===== config.mk =====
export PLATFORM = sky130hd
export DESIGN_NAME = serial_adder_flat
export DESIGN_NICKNAME = d
export VERILOG_FILES = /design/src/rtl/serial_adder_if.sv /design/src/rtl/serial_adder.sv /design/src/flat_wrapper.sv
export SDC_FILE = /design/constraint.sdc
export NUM_CORES = 1
export LEC_CHECK = 0
export CORE_MARGIN = 2
export CORE_UTILIZATION = 50
export CTS_CLUSTER_DIAMETER = 120
export DETAILED_ROUTE_END_ITERATION = 16
export PLACE_DENSITY_LB_ADDON = 0.25
export SLEW_MARGIN = 10
export SYNTH_ARGS = -nofsm -noshare
export SYNTH_HDL_FRONTEND = slang
export SYNTH_SLANG_ARGS = --single-unit

===== constraint.sdc =====
create_clock -name clk -period 1.5 [get_ports clk]
set_input_delay 0.3 -clock clk [delete_from_list [all_inputs] [get_ports clk]]
set_output_delay 0.3 -clock clk [all_outputs]
set_load 0.01 [all_outputs]

===== src/rtl/serial_adder_if.sv =====
// Handshake and data bundle between a requester and the bit-serial adder.
// The master side issues operands and start; the slave side returns status and result.
interface serial_adder_if #(
  parameter int WIDTH = 8
) ();

  logic             start;
  logic [WIDTH-1:0] a;
  logic [WIDTH-1:0] b;
  logic             cin;
  logic             busy;
  logic             done;
  logic [WIDTH-1:0] sum;
  logic             cout;

  modport master (
    output start,
    output a,
    output b,
    output cin,
    input  busy,
    input  done,
    input  sum,
    input  cout
  );

  modport slave (
    input  start,
    input  a,
    input  b,
    input  cin,
    output busy,
    output done,
    output sum,
    output cout
  );

endinterface


===== src/rtl/serial_adder.sv =====
// Bit-serial adder: one full-adder cell is reused for WIDTH cycles.
// Operands shift out LSB first, sum bits shift in at the MSB, and the carry
// is fed back through a flip-flop. The result is published on a one-cycle done pulse.
module serial_adder #(
  parameter int WIDTH = 8
) (
  input logic           clk,
  input logic           rst,
  serial_adder_if.slave bus
);

  localparam int CW = (WIDTH > 1) ? $clog2(WIDTH) : 1;
  localparam logic [CW-1:0] LAST_BIT = CW'(WIDTH - 1);

  typedef enum logic [1:0] {
    IDLE = 2'd0,
    RUN  = 2'd1,
    DONE = 2'd2
  } state_t;

  state_t state;
  state_t state_next;

  logic [WIDTH-1:0] a_sh;
  logic [WIDTH-1:0] b_sh;
  logic             c_ff;
  logic [CW-1:0]    cnt;
  // Holds the WIDTH-1 sum bits collected so far; the final bit is joined on the last edge.
  logic [WIDTH-2:0] r_sh;
  logic [WIDTH-1:0] r_ext;

  logic [WIDTH-1:0] sum_q;
  logic             cout_q;
  logic             busy_q;
  logic             done_q;

  logic load;
  logic last;
  logic fa_sum;
  logic fa_carry;

  // The shared full-adder cell working on the current LSBs and the stored carry.
  always_comb begin
    fa_sum   = a_sh[0] ^ b_sh[0] ^ c_ff;
    fa_carry = (a_sh[0] & b_sh[0]) | (a_sh[0] & c_ff) | (b_sh[0] & c_ff);
    r_ext    = {fa_sum, r_sh};
  end

  // State register; reset returns to IDLE and discards any operation in flight.
  always_ff @(posedge clk) begin
    if (rst) begin
      state <= IDLE;
    end else begin
      state <= state_next;
    end
  end

  // Next-state decode; the DONE->IDLE edge also accepts a start so a held start repeats every WIDTH+1 cycles.
  always_comb begin
    state_next = state;
    load       = 1'b0;
    last       = 1'b0;
    case (state)
      IDLE: begin
        if (bus.start) begin
          load       = 1'b1;
          state_next = RUN;
        end
      end
      RUN: begin
        if (cnt == LAST_BIT) begin
          last       = 1'b1;
          state_next = DONE;
        end
      end
      DONE: begin
        state_next = IDLE;
        if (bus.start) begin
          load       = 1'b1;
          state_next = RUN;
        end
      end
      default: begin
        state_next = IDLE;
      end
    endcase
  end

  // Operand shifters, carry feedback, bit counter and result capture.
  always_ff @(posedge clk) begin
    if (rst) begin
      a_sh   <= '0;
      b_sh   <= '0;
      c_ff   <= 1'b0;
      cnt    <= '0;
      r_sh   <= '0;
      sum_q  <= '0;
      cout_q <= 1'b0;
    end else if (load) begin
      a_sh <= bus.a;
      b_sh <= bus.b;
      c_ff <= bus.cin;
      cnt  <= '0;
      r_sh <= '0;
    end else if (state == RUN) begin
      a_sh <= a_sh >> 1;
      b_sh <= b_sh >> 1;
      c_ff <= fa_carry;
      r_sh <= r_ext[WIDTH-1:1];
      if (last) begin
        cnt    <= '0;
        sum_q  <= r_ext;
        cout_q <= fa_carry;
      end else begin
        cnt <= cnt + CW'(1);
      end
    end
  end

  // Status flags are registered from the next state so no input reaches an output combinationally.
  always_ff @(posedge clk) begin
    if (rst) begin
      busy_q <= 1'b0;
      done_q <= 1'b0;
    end else begin
      busy_q <= (state_next == RUN);
      done_q <= (state_next == DONE);
    end
  end

  assign bus.busy = busy_q;
  assign bus.done = done_q;
  assign bus.sum  = sum_q;
  assign bus.cout = cout_q;

endmodule


===== src/flat_wrapper.sv =====
// flat-port wrapper written by rule: the top's interface ports become plain ports
module serial_adder_flat 
#(
  parameter int WIDTH = 8
)
  (clk, rst, bus_start, bus_a, bus_b, bus_cin, bus_busy, bus_done, bus_sum, bus_cout);
  serial_adder_if #(.WIDTH(WIDTH)) bus_i ();
  input logic clk;
  input logic rst;
  input wire logic [$bits(bus_i.start)-1:0] bus_start;
  input wire logic [$bits(bus_i.a)-1:0] bus_a;
  input wire logic [$bits(bus_i.b)-1:0] bus_b;
  input wire logic [$bits(bus_i.cin)-1:0] bus_cin;
  output wire logic [$bits(bus_i.busy)-1:0] bus_busy;
  output wire logic [$bits(bus_i.done)-1:0] bus_done;
  output wire logic [$bits(bus_i.sum)-1:0] bus_sum;
  output wire logic [$bits(bus_i.cout)-1:0] bus_cout;
  assign bus_i.start = bus_start;
  assign bus_i.a = bus_a;
  assign bus_i.b = bus_b;
  assign bus_i.cin = bus_cin;
  assign bus_busy = bus_i.busy;
  assign bus_done = bus_i.done;
  assign bus_sum = bus_i.sum;
  assign bus_cout = bus_i.cout;
  serial_adder #(.WIDTH(WIDTH)) u_core (.clk(clk), .rst(rst), .bus(bus_i));
endmodule

Word-level counts from Yosys, hierarchy flattened
Cells that the tools add are included.

Word-level logic and storage cells: 44. Bits in registers: 40. Output and inout bits: 11.

Bitwise operators: 8. Reduce and logical (&&, ||, !) cells: 5. Equal/unequal tests: 5. Add/sub/neg operators: 1. Mux-type cells: 15.

Operator list (count): $mux W8 (4); $mux W1 (7); $pmux W2 S3 (1); $eq A2 B1 Y1 const B (2); $eq A2 B2 Y1 const B (2); $mux W2 (2); $reduce_or A2 Y1 (2); $add A3 B1 Y3 const B (1); $and A1 B1 Y1 (3); $eq A3 B3 Y1 const B (1); $mux W3 (1); $reduce_and A3 Y1 (1); $logic_not A2 Y1 (1); $or A1 B1 Y1 (2); $reduce_bool A2 Y1 (1); $xor A1 B1 Y1 (2); $not A1 Y1 (1).

Longest topological paths before layout
Gate-level depths: netlist of the first run.

Depth after elaboration: 5. Gate-level depth with buffers: 6. Depth with buffers taken out: 5.

Worst setup path after synthesis of the first run
OpenSTA, ideal clock, no wires.

Kind: reg-to-reg. Start point: register u_core.cnt[0]. End point: register u_core.cout_q (netlist: u_core.bus.cout). Path slack: 0.178 ns. Required time: 1.429 ns. Arrival: 1.252 ns. Cell stages (with the launch flop): 7. Buffers on the path: 1. Cell sequence: dfxtp_1 ha_1 ha_1 nand3b_1 clkbuf_1 nand2_1 a21oi_1.

Cells in the longest elaborated chain, start to end: 4.

RTL lines: start: declaration (line serial_adder.sv:27) `logic [CW-1:0] cnt;`; start signal: assignment (line serial_adder.sv:115) `cnt <= cnt + CW'(1);`; $eq A3 B3 Y1 (line serial_adder.sv:71) `if (cnt == LAST_BIT) begin`; $mux W1 (line serial_adder.sv:71); $mux W1 (line serial_adder.sv:63) `case (state)`; $reduce_and A3 Y1 (no line); end signal: assignment (line serial_adder.sv:113) `cout_q <= fa_carry;`; end: declaration (line serial_adder.sv:33) `logic cout_q;`.

No other way between the ends. A chain may end at the register's enable or synchronous reset.

Final worst setup path of the first run
Start point: register u_core.cnt[0]. End point: register u_core.sum_q[1] (netlist: u_core.bus.sum[1]).

Cells in the longest elaborated chain, start to end: 4.

RTL lines: $eq A3 B3 Y1 (line serial_adder.sv:71); $mux W1 (line serial_adder.sv:71); $mux W1 (line serial_adder.sv:63); $reduce_and A3 Y1 (no line); end signal: assignment (line serial_adder.sv:112) `sum_q <= r_ext;`; end: declaration (line serial_adder.sv:32) `logic [WIDTH-1:0] sum_q;`.

No other way between the ends.

==> results.sh, run 1 <==
export IMPL_crit_path_start_kind="flop"
export IMPL_finalCritPeriodShare_pct=90.3
export IMPL_cap_violations=0
export IMPL_hold_viol=0
export IMPL_initial_core_util_pct=51.9
export IMPL_drc=0
export IMPL_yosysTopAreaCell="dfxtp_1"
export IMPL_path_class="reg2reg"
export IMPL_cellLeakagePower_nw=0.772
export IMPL_status="completed"
export IMPL_insertion_delay_ns=0.37
export IMPL_yosys_most_used_dff="dfxtp_1"
export IMPL_synthTopCellsByArea="dfxtp_1 (51%), nand2_1 (9.3%), a21oi_1 (7.0%)"
export IMPL_core_um2=3030
export IMPL_gp_congestion=0.835
export IMPL_htree_levels=2
export IMPL_cts_buffer_depth=2
export IMPL_async_flop_share_pct=0
export IMPL_period_needed_ns=1.35
export IMPL_critPathArrivalTime_ns=1.65
export IMPL_fill_cells=252
export IMPL_p_total_mw=2.16
export IMPL_first_pass_iters=4
export IMPL_drt_iter0_drc=94
export IMPL_n_antenna_cell=0
export IMPL_ys_ff_latch=40
export IMPL_drive_gt1_share_pct=11.5
export IMPL_yosys_area_top_type_share_pct=51.0
export IMPL_cts_buffers=5
export IMPL_routed_wl_mm=3.60
export IMPL_dp_hpwl_mm=2.43
export IMPL_ant_nets=0
export IMPL_syn_to_final_growth_pct=29.2
export IMPL_syn_nets=206
export IMPL_slew_viol_final=0
export IMPL_io_pins=31
export IMPL_grt_max_degree=24
export IMPL_die_w_um=60.1
export IMPL_viasPerCell=5.35
export IMPL_power_density_nw_per_um2=1060
export IMPL_max_slew_margin_pct=83.7
export IMPL_wl_per_cell_um=13.8
export IMPL_synth_area_um2=1570
export IMPL_worst_hold_path_type="reg2reg"
export IMPL_synthTopCellsByCount="dfxtp_1 (40), nand2_1 (39), a21oi_1 (22)"
export IMPL_seq_area_frac_synth_pct=51.0
export IMPL_ctsRootBufferMaster="clkbuf_4"
export IMPL_fin_nets=240
export IMPL_fin_skew_ns=0.0267
export IMPL_setup_tns_ns=0
export IMPL_rows=20
export IMPL_timing_fmax_mhz=738
export IMPL_antenna_found_initial=0
export IMPL_cp_required_ns=1.79
export IMPL_setup_violations=0
export IMPL_hold_buffers=0
export IMPL_synthDistinctLibCells=25
export IMPL_die_h_um=60.1
export IMPL_synth_avg_cell_area_um2=8.59
export IMPL_syn_instance_count=183
export IMPL_synth_edff_count=0
export IMPL_ys_warnings_count=0
export IMPL_worst_pin_slew_ns=0.245
export IMPL_dr_total_vias=1401
export IMPL_die_area_um2=3610
export IMPL_portBuffers=30
export IMPL_cts_sinks=40
export IMPL_ir_drop_v=0.00115
export IMPL_globalRouteTotalUtil_pct=23.3
export IMPL_clk_pin_slew_ns=0.14
export IMPL_synth_most_common_cell="dfxtp_1"
export IMPL_worstSetupEndpointType="flop"
export IMPL_grt_pass1_vias=1449
export IMPL_crit_fanout=8
export IMPL_cts_tree="built"
export IMPL_overflow=0
export IMPL_grt_first_pass_wirelength_mm=6.22
export IMPL_fin_hold_ws_ns=0.465
export IMPL_grt_setup_unrepaired="false"
## final timing paths
kind                startpoint                end  slack, ns  cells after the start
max              u_core.cnt[0]  u_core.bus.sum[1]       0.15                      6
min          u_core.bus.sum[3]  u_core.bus.sum[3]       0.47                      2
max reg2reg      u_core.cnt[0]  u_core.bus.sum[1]       0.15                      6
min reg2reg  u_core.bus.sum[3]  u_core.bus.sum[3]       0.47                      2
## power breakdown
part | total [mW] | internal, mW | switching [mW]
sequential | 1.14 | 1.11 | 0.0310
combinational | 0.282 | 0.141 | 0.140
clock | 0.737 | 0.356 | 0.381
## layout make-up
type                            count  area [µm²]  area share (%)
Timing Repair Buffer               43         409            20.1
Sequential cell                    40         801            39.4
Tap cell                           44        55.1            2.71
Clock buffer                        5        37.5            1.85
Multi-Input combinational cell    127         682            33.6
Clock inverter                      3        46.3            2.28
## repair_timing
action | in CTS | in global routing
setup buffers | 0 | 0
setup endpoints to repair | 11 | 6
hold endpoints to repair | 0 | 0
resized for setup | 11 | 1
## worst max-delay path, stage by stage, from the launching register on
cell      delay (ns)
dfxtp_1         0.35
ha_1            0.20
ha_2            0.22
nand3b_1        0.12
buf_4           0.17
nand2_1         0.07
a21oi_1         0.14
## metrics by stage
step / setup slack [ns] / area (µm²) / utilization, % / cells
final: 0.145 / 2030 / 67.1 / 262
after global routing: 0.0547 / 2030 / 67.1 / 262
after CTS: 0.0650 / 2030 / 67.0 / 262
after detailed placement: -0.00988 / 1960 / 64.7 / 254
after global placement: 0.0360 / 1960 / 64.7 / 254
after floorplan: 0.178 / 1570 / - / 183
## cells by family after synthesis
group | count (synthesis) | share of synthesized area [%]
flip-flops | 40 | 51.0
adder cells (fa/ha/maj) | 3 | 2.87
AO/OA/AOI/OAI | 38 | 15.4
buffers and inverters | 16 | 5.81
AND/OR/NAND/NOR | 85 | 24.4
multiplexers | 1 | 0.637
## flip-flops by register name, indices dropped and copies added (netlist names)
signal           cells
u_core.r_sh          7
u_core.bus.cout      1
u_core.a_sh          8
u_core.cnt           3
u_core.bus.busy      1
u_core.bus.sum       8
u_core.c_ff          1
u_core.bus.done      1
u_core.state         2
u_core.b_sh          8
## layer usage
layer,track usage (%),routed length (µm)
met3,7.58,170
met4,8.25,56
met5,0,0
met2,37.6,1730
met1,29.2,1650
## cell usage in the layout (no fill, tap or decap)
master / count
a21oi_1: 22
a22oi_1: 2
a311oi_1: 4
a311oi_2: 2
and2b_1: 1
buf_12: 2
buf_4: 11
bufinv_16: 1
clkbuf_4: 5
clkdlybuf4s50_1: 19
clkinvlp_4: 1
dfxtp_1: 40
dlygate4sd2_1: 11
fa_1: 1
ha_1: 1
ha_2: 1
inv_6: 1
mux2i_1: 1
nand2_1: 39
nand2b_1: 2
nand2b_2: 1
nand3_1: 12
nand3b_1: 3
nor2_1: 10
nor2b_1: 1
nor3_1: 15
o21a_1: 1
o22ai_1: 7
or3_1: 1
Power figures use the tool's default switching activity.
==> run 2, diff against run 1 <==
--- a/config.mk
+++ b/config.mk
@@ -5,9 +5,12 @@
 export SDC_FILE = /design/constraint.sdc
 export NUM_CORES = 1
 export LEC_CHECK = 0
+export ABC_CLOCK_PERIOD_IN_PS = 1500
 export CORE_MARGIN = 2
-export CORE_UTILIZATION = 50
+export CORE_UTILIZATION = 52
+export CTS_BUF_LIST = sky130_fd_sc_hd__clkbuf_4
 export CTS_CLUSTER_DIAMETER = 120
+export CTS_CLUSTER_SIZE = 20
 export DETAILED_ROUTE_END_ITERATION = 16
 export PLACE_DENSITY_LB_ADDON = 0.25
 export SLEW_MARGIN = 10
==> results.sh, run 2 (synthesized netlist as in run 1, its figures left out) <==
export IMPL_power_density_nw_per_um2=1060
export IMPL_cts_sinks=40
export IMPL_n_antenna_cell=0
export IMPL_overflow=0
export IMPL_violations="DRC"
export IMPL_die_h_um=59.0
export IMPL_wl_per_cell_um=14.1
export IMPL_finalCritPeriodShare_pct=90.2
export IMPL_cp_num_cells=4
export IMPL_r2r_start="u_core.cnt[0]"
export IMPL_rows=19
export IMPL_crit_fanout=7
export IMPL_setup_violations=0
export IMPL_grt_setup_unrepaired="false"
export IMPL_worstSetupEndpointType="flop"
export IMPL_critPathCapture="u_core.cnt[0]"
export IMPL_syn_to_final_growth_pct=26.7
export IMPL_drt_iter0_drc=55
export IMPL_slew_viol_final=0
export IMPL_core_um2=2810
export IMPL_dr_total_vias=1381
export IMPL_hold_viol=0
export IMPL_grt_first_pass_wirelength_mm=5.95
export IMPL_gp_congestion=0.750
export IMPL_htree_levels=2
export IMPL_ctsRootBufferMaster="clkbuf_4"
export IMPL_ir_drop_v=0.000577
export IMPL_final_util_pct=71.0
export IMPL_final_cell_mix="dfxtp_1 (40), nand2_1 (39), a21oi_1 (22)"
export IMPL_initial_core_util_pct=56.0
export IMPL_slowest_stage="or3_1"
export IMPL_crit_path_start_kind="flop"
export IMPL_fin_skew_ns=0.00271
export IMPL_cp_required_ns=1.78
export IMPL_first_pass_iters=10
export IMPL_viasPerCell=5.59
export IMPL_routed_wl_mm=3.49
export IMPL_grt_pass1_vias=1380
export IMPL_drc=3
export IMPL_drive_gt1_share_pct=9.72
export IMPL_portBuffers=30
export IMPL_fill_cells=231
export IMPL_layout_commonest_cell="dfxtp_1"
export IMPL_worst_hold_path_type="reg2reg"
export IMPL_reg2reg_to="u_core.cnt[0]"
export IMPL_grt_max_degree=26
export IMPL_worst_pin_slew_ns=0.289
export IMPL_ant_nets=0
export IMPL_cap_violations=0
export IMPL_cts_tree="built"
export IMPL_critPathArrivalTime_ns=1.64
export IMPL_p_total_mw=2.10
export IMPL_dp_hpwl_mm=2.43
export IMPL_die_area_um2=3480
export IMPL_cp_top_family="adder cells"
export IMPL_fin_nets=238
export IMPL_cellLeakagePower_nw=0.762
export IMPL_path_cells="ha_1 > ha_2 > or3_1 > a21oi_1"
export IMPL_path_class="reg2reg"
export IMPL_cts_buffers=5
export IMPL_startpoint="u_core.cnt[0]"
export IMPL_die_w_um=59.0
export IMPL_status="finished, violations left"
export IMPL_r2r_setup_slack_ns=0.15
export IMPL_insertion_delay_ns=0.34
export IMPL_antenna_found_initial=0
export IMPL_hold_buffers=0
export IMPL_io_pins=31
export IMPL_cts_buffer_depth=2
export IMPL_crit_buf_inv=0
export IMPL_critical_path_max_stage_delay_ns=0.36
export IMPL_clk_pin_slew_ns=0.11
export IMPL_setup_tns_ns=0
export IMPL_globalRouteTotalUtil_pct=22.7
export IMPL_rr_worst_depth=4
export IMPL_timing_fmax_mhz=739
export IMPL_period_needed_ns=1.35
export IMPL_max_slew_margin_pct=80.7
==> run 2: tightest hold or removal path, cell delays in order, from the launching register on <==
cell and delay (ns):
dfxtp_1 0.32, nand2_1 0.05, a21oi_1 0.05
==> run 2: worst min-delay path by stage <==
stage                   endpoint               from  slack, ns  cells after the start
6_report       u_core.bus.sum[2]  u_core.bus.sum[2]       0.46                      2
5_1_grt            u_core.cnt[1]      u_core.cnt[1]       0.49                      2
4_1_cts        u_core.bus.sum[2]  u_core.bus.sum[2]       0.46                      2
3_5_place_dp       u_core.cnt[1]      u_core.cnt[1]       0.45                      2
3_3_place_gp       u_core.cnt[1]      u_core.cnt[1]       0.44                      2
2_1_floorplan      u_core.cnt[1]      u_core.cnt[1]       0.44                      2
==> run 2: area by class of cell <==
cell class	instances	area, µm²	share of cell area [%]
Sequential cell	40	801	40.2
Multi-Input combinational cell	127	682	34.3
Timing Repair Buffer	41	394	19.8
Tap cell	31	38.8	1.95
Clock buffer	5	37.5	1.89
Clock inverter	3	37.5	1.89
==> run 2: through the flow <==
stage	worst slack [ns]	std cells	instance area, µm²	hold WS [ns]
after floorplan	0.178	183	1570	0.436
after global placement	0.0339	239	1930	0.439
after detailed placement	0.00627	239	1930	0.448
after CTS	0.0837	247	1990	0.462
after global routing	0.0801	247	1990	0.489
final	0.147	247	1990	0.459
==> run 2: repair_timing <==
action / in CTS / in global routing
endpoints found under the setup margin: 11 / 1
pin swaps: 0 / 0
buffers inserted: 0 / 0
gates resized for setup: 11 / 1
==> run 2: report_power, final <==
group	switching (mW)	total [mW]	internal, mW	leakage, nW
combinational	0.141	0.280	0.139	0.395
sequential	0.0306	1.14	1.11	0.327
clock	0.342	0.683	0.340	0.0403
==> run 2: routing by layer <==
layer  up-vias  track usage (%)  share of wire [%]
met5         -                0                  0
met4         0             11.0                1.6
met3         4             5.46                5.1
met2        32             35.6                 47
met1       643             29.2                 47
li1        702                -                  -
==> run 3, diff against run 2 <==
--- a/config.mk
+++ b/config.mk
@@ -9,7 +9,6 @@
 export CORE_MARGIN = 2
 export CORE_UTILIZATION = 52
 export CTS_BUF_LIST = sky130_fd_sc_hd__clkbuf_4
-export CTS_CLUSTER_DIAMETER = 120
 export CTS_CLUSTER_SIZE = 20
 export DETAILED_ROUTE_END_ITERATION = 16
 export PLACE_DENSITY_LB_ADDON = 0.25
==> results of run 3 <==
The final DEF is identical to that of run 2; final timing and power are the same.
